`src/rtl/blackjack_game_ctrl.sv`:
```
// Blackjack round sequencer: deals, runs player and dealer turns through a card
// request handshake, and settles the outcome from totals supplied by an external calculator.
module blackjack_game_ctrl #(
    parameter int DEALER_STAND = 17,
    parameter int MAX_CARDS    = 9
) (
    input  logic                       i_clk,
    input  logic                       i_rst_n,
    input  logic                       i_start,
    input  logic                       i_hit,
    input  logic                       i_stand,
    output logic                       o_card_req,
    input  logic                       i_card_valid,
    input  logic [3:0]                 i_card_value,
    input  logic [4:0]                 i_player_total,
    input  logic [4:0]                 i_dealer_total,
    output logic [MAX_CARDS-1:0][3:0]  o_player_cards,
    output logic [MAX_CARDS-1:0][3:0]  o_dealer_cards,
    output logic [3:0]                 o_player_count,
    output logic [3:0]                 o_dealer_count,
    output logic                       o_hole_hidden,
    output logic [1:0]                 o_result,
    output logic                       o_busy
);

    localparam logic [3:0] MAX_CNT   = 4'(MAX_CARDS);
    localparam logic [4:0] STAND_VAL = 5'(DEALER_STAND);

    typedef enum logic [3:0] {
        IDLE, DEAL, DEAL_WAIT, PLAYER_TURN, P_DRAW, P_WAIT,
        P_CHECK, DEALER_TURN, D_DRAW, D_WAIT, SETTLE, DONE
    } state_t;

    state_t r_state, w_nextState;

    logic [MAX_CARDS-1:0][3:0] r_playerCards, r_dealerCards;
    logic [3:0]                r_playerCount, r_dealerCount;
    logic [1:0]                r_dealIdx;
    logic                      r_holeHidden;
    logic [1:0]                r_result;

    logic       w_drawState, w_cardOk, w_capture, w_toPlayer, w_startRound;
    logic [1:0] w_settleResult;

    assign w_drawState  = (r_state == DEAL) || (r_state == P_DRAW) || (r_state == D_DRAW);
    assign w_cardOk     = (i_card_value >= 4'd1) && (i_card_value <= 4'd13);
    assign w_capture    = w_drawState && i_card_valid && w_cardOk;
    // Deal order alternates player, dealer, player, dealer on the low bit of the deal index.
    assign w_toPlayer   = (r_state == P_DRAW) || ((r_state == DEAL) && !r_dealIdx[0]);
    assign w_startRound = ((r_state == IDLE) || (r_state == DONE)) && i_start;

    always_ff @(posedge i_clk) begin
        if (!i_rst_n) begin
            r_state <= IDLE;
        end else begin
            r_state <= w_nextState;
        end
    end

    always_comb begin
        w_nextState = r_state;
        unique case (r_state)
            IDLE, DONE:   if (i_start) w_nextState = DEAL;
            DEAL:         if (w_capture) w_nextState = DEAL_WAIT;
            // The deal index wraps to zero once the fourth card is in.
            DEAL_WAIT:    w_nextState = (r_dealIdx == 2'd0) ? PLAYER_TURN : DEAL;
            PLAYER_TURN: begin
                if (i_stand)    w_nextState = DEALER_TURN;
                else if (i_hit) w_nextState = P_DRAW;
            end
            P_DRAW:       if (w_capture) w_nextState = P_WAIT;
            P_WAIT:       w_nextState = P_CHECK;
            P_CHECK: begin
                if (i_player_total > 5'd21)
                    w_nextState = SETTLE;
                else if ((i_player_total == 5'd21) || (r_playerCount == MAX_CNT))
                    w_nextState = DEALER_TURN;
                else
                    w_nextState = PLAYER_TURN;
            end
            DEALER_TURN: begin
                if ((i_dealer_total < STAND_VAL) && (r_dealerCount < MAX_CNT))
                    w_nextState = D_DRAW;
                else
                    w_nextState = SETTLE;
            end
            D_DRAW:       if (w_capture) w_nextState = D_WAIT;
            D_WAIT:       w_nextState = DEALER_TURN;
            SETTLE:       w_nextState = DONE;
            default:      w_nextState = IDLE;
        endcase
    end

    always_comb begin
        w_settleResult = 2'b11;
        if (i_player_total > 5'd21)
            w_settleResult = 2'b10;
        else if (i_dealer_total > 5'd21)
            w_settleResult = 2'b01;
        else if (i_player_total > i_dealer_total)
            w_settleResult = 2'b01;
        else if (i_player_total < i_dealer_total)
            w_settleResult = 2'b10;
    end

    always_ff @(posedge i_clk) begin
        if (!i_rst_n) begin
            r_playerCards <= '0;
            r_dealerCards <= '0;
            r_playerCount <= '0;
            r_dealerCount <= '0;
            r_dealIdx     <= '0;
            r_holeHidden  <= 1'b1;
            r_result      <= 2'b00;
        end else begin
            if (w_startRound) begin
                r_playerCards <= '0;
                r_dealerCards <= '0;
                r_playerCount <= '0;
                r_dealerCount <= '0;
                r_dealIdx     <= '0;
                r_holeHidden  <= 1'b1;
                r_result      <= 2'b00;
            end
            if (w_capture) begin
                if (w_toPlayer) begin
                    if (r_playerCount < MAX_CNT) begin
                        r_playerCards[r_playerCount] <= i_card_value;
                        r_playerCount                <= r_playerCount + 4'd1;
                    end
                end else begin
                    if (r_dealerCount < MAX_CNT) begin
                        r_dealerCards[r_dealerCount] <= i_card_value;
                        r_dealerCount                <= r_dealerCount + 4'd1;
                    end
                end
                if (r_state == DEAL) r_dealIdx <= r_dealIdx + 2'd1;
            end
            if (r_state == DEALER_TURN) r_holeHidden <= 1'b0;
            if (r_state == SETTLE)      r_result     <= w_settleResult;
        end
    end

    assign o_card_req     = w_drawState;
    assign o_busy         = (r_state != IDLE) && (r_state != DONE);
    assign o_player_cards = r_playerCards;
    assign o_dealer_cards = r_dealerCards;
    assign o_player_count = r_playerCount;
    assign o_dealer_count = r_dealerCount;
    assign o_hole_hidden  = r_holeHidden;
    assign o_result       = r_result;

endmodule

```
`config.mk`:
```
export PLATFORM = sky130hd
export DESIGN_NAME = blackjack_game_ctrl
export DESIGN_NICKNAME = d
export VERILOG_FILES = /design/src/rtl/blackjack_game_ctrl.sv
export SDC_FILE = /design/constraint.sdc
export NUM_CORES = 1
export LEC_CHECK = 0
export CORE_UTILIZATION = 38
export CTS_BUF_LIST = sky130_fd_sc_hd__clkbuf_2
export CTS_CLUSTER_SIZE = 14
export DETAILED_ROUTE_END_ITERATION = 8
export DONT_BUFFER_PORTS = 1
export GPL_TIMING_DRIVEN = 0
export SYNTH_ARGS = -nofsm -noshare
export SYNTH_HDL_FRONTEND = slang
export SYNTH_SLANG_ARGS = --single-unit
```
`constraint.sdc`:
```
create_clock -name i_clk -period 2.99 [get_ports i_clk]
set_input_delay 0.897 -clock i_clk [delete_from_list [all_inputs] [get_ports i_clk]]
set_output_delay 0.897 -clock i_clk [all_outputs]
set_load 0.02 [all_outputs]
```
==> results.toml <==
[status]
status = "completed"

[sta]
tightest_slew_ns = 0.643
grt_setup_unrepaired = "false"
skew_ns = 0.0227
worst_slack_ns = 0.182
max_freq_mhz = 356
worst_hold_slack_ns = 0.500
final-setup-viol-count = 0
setup_tns_ns = 0
maxSlewViolCount = 0
finalCriticalPeriod_ns = 2.81
fin_crit_sh = 0.939
hold_viol = 0
relSlewSlack = 0.568

[place]
post-place-cells = 627
dp_worst_setup_slack_ns = 0.467
dpl.hpwl_um = 8500
portBuffers = 0
placed_cell_area_um2 = 4490
gp_congestion = 0.877

[critical_path]
path_cells = "buf_2 > and4b_1 > nor2_1"
crit_required_ns = 2.09
worstSetupEndpointType = "output pin"
r2r_start = "r_state[2]"
slowest_stage = "dfxtp_1"
crit_path_start_kind = "register"
cp_max_fo = 10
slowest_delay_ns = 0.45
crit_arrival_ns = 1.91
startpoint = "r_state[2]"
path_class = "reg2out"

[pwr]
power_per_cell_area_nw_per_um2 = 636
leakage_nw = 1.55
p_total_mw = 2.94
peakVddDrop_mv = 0.314

[synth]
ys_ff_latch = 89
yosysMostFrequentCell = "dfxtp_1"
synth_area_um2 = 4320
yosysWarningCount = 0
synth_top_area_frac = 0.413
synth_area_leaders = "dfxtp_1 (41%), nand2_1 (6.3%), mux2i_1 (6.0%)"
yosysTopAreaCell = "dfxtp_1"
syn_nets = 521
synth_area_per_cell_um2 = 8.86
yosys_most_used_dff = "dfxtp_1"
async_flop_share = 0
synth_edf_count = 0
synthTopCellsByCount = "dfxtp_1 (89), nand2_1 (73), nand3_1 (41), mux2i_1 (26), a21oi_1 (23)"
netlist_instances = 487
synth-seq-area-share = 0.413
yosysUniqueCellTypes = 54

[global_route]
grt_max_degree = 16
grt_pass1_vias = 3476
met3_usage = 0.0796
grt_use_met1 = 0.225
antenna_found_initial = 0
grt-ovfl-total = 0
grt.total_usage = 0.198
use_met2 = 0.329
busiest_layer = "met2"
grt_pass1_wl_um = 17900

[floorplanning]
die_w_um = 109
initial_utilization = 0.395
chipHeight_um = 109
dieArea_um2 = 11800
io_pins = 105
rows = 38
core_um2 = 10900

[routing]
drc = 0
drt_iter0_drc = 264
viasPerCell = 5.51
wl_per_cell_um = 17.7
routed_wl_um = 11400
num_vias = 3551
drtAntennaViolNets = 0
dr.pass1.iters = 5

[finish]
num_antenna_cells = 0
fin_area_um2 = 4610
nets = 533
layout.cells.non_filler = 644
syn2layout_area_growth_pct = 6.93
layout-drive-gt1-share = 0.105
fin_util = 0.422

[clocking]
htreeDepth = 3
cts_buffer_depth = 2
clock_sinks = 89
cts_tree = "done"
worst_skew_pair.late_latency_ns = 0.58
ctsResizeCount = 0
cts.clk_slew.worst_paths_ns = 0.24
cts_buffers = 9
cts-root-buf = "clkbuf_2"

[min_path]
hold_class = "reg2reg"
worstHoldStart = "r_dealIdx[0]"

[flow_run]
cap_violations = 0
[cells in the final DEF, fill, tap and decap left out, types with 3 or more instances in the layout]
cell type,synthesis,layout
dfxtp_1,89,89
nand2_1,73,73
nand3_1,41,41
mux2i_1,26,26
a21oi_1,23,23
o21ai_0,22,22
clkbuf_1,20,20
inv_1,19,19
a21boi_0,16,16
ha_1,14,14
nand3b_1,13,13
nor2_1,12,12
nor2b_1,11,11
and2_1,9,9
clkbuf_2,0,9
nor4_2,8,8
a21boi_1,8,8
nand4_1,7,7
buf_2,5,5
buf_4,4,5
buf_6,5,5
and3_4,5,5
nand2b_1,4,4
or4_1,4,4
a32oi_1,4,4
or4_4,3,3
a22oi_1,3,3
nor3_1,3,3
o22ai_1,3,3
[registers in the layout, indices dropped and copies added (netlist names)]
name	count
r_dealIdx	2
o_hole_hidden	1
o_player_cards	36
r_state	4
o_player_count	4
o_result	2
o_dealer_cards	36
o_dealer_count	4
[layer usage]
metal | up-vias | part of all wire
met4 | 0 | 0.019
met5 | - | 0
met3 | 19 | 0.099
li1 | 1747 | -
met1 | 1668 | 0.41
met2 | 117 | 0.47
[layout make-up]
| class | count | area [um^2] |
|---|---|---|
| multi-input combinational | 345 | 2280 |
| fill | 1085 | 6320 |
| clock buffer | 9 | 45.0 |
| tap | 140 | 175 |
| clock inverter | 7 | 71.3 |
| timing repair buffer | 1 | 7.51 |
| sequential | 89 | 1780 |
| inverter | 19 | 71.3 |
| buffer | 34 | 186 |
[path summary, 6_finish.rpt]
| path | end | slack (ns) | depth (start not counted) |
|---|---|---|---|
| max | o_busy | 0.18 | 3 |
| min | r_dealIdx[0] | 0.50 | 2 |
| max reg2reg | o_player_cards[17] | 0.72 | 8 |
| min reg2reg | r_dealIdx[0] | 0.50 | 2 |
[report_power, final]
part	internal (mW)	switching (mW)	leakage, nW	total (mW)
Clock	0.191	0.432	0.0655	0.623
Sequential	1.24	0.104	0.718	1.35
Combinational	0.314	0.652	0.763	0.966
[worst max-delay path, delay by kind of cell, from the launching register on]
family	cells	cell delay (ns)
buf+inv	1	0.24
flops	1	0.45
simple gates	2	0.64
[repair_timing]
action | CTS | global route
hold buffers | 0 | 0
endpoints found under the setup margin | 1 | 0
setup buffers | 1 | 0
[kinds of logic after synthesis]
group	count (synthesis)	share of synthesized area
simple gates	207	0.270
xor+xnor	2	0.00406
buf+inv	53	0.0597
mux	26	0.0603
flops	89	0.413
fa+ha+maj	14	0.0406
compound gates	96	0.153
Note: power is estimated with default switching activity, not from simulation.
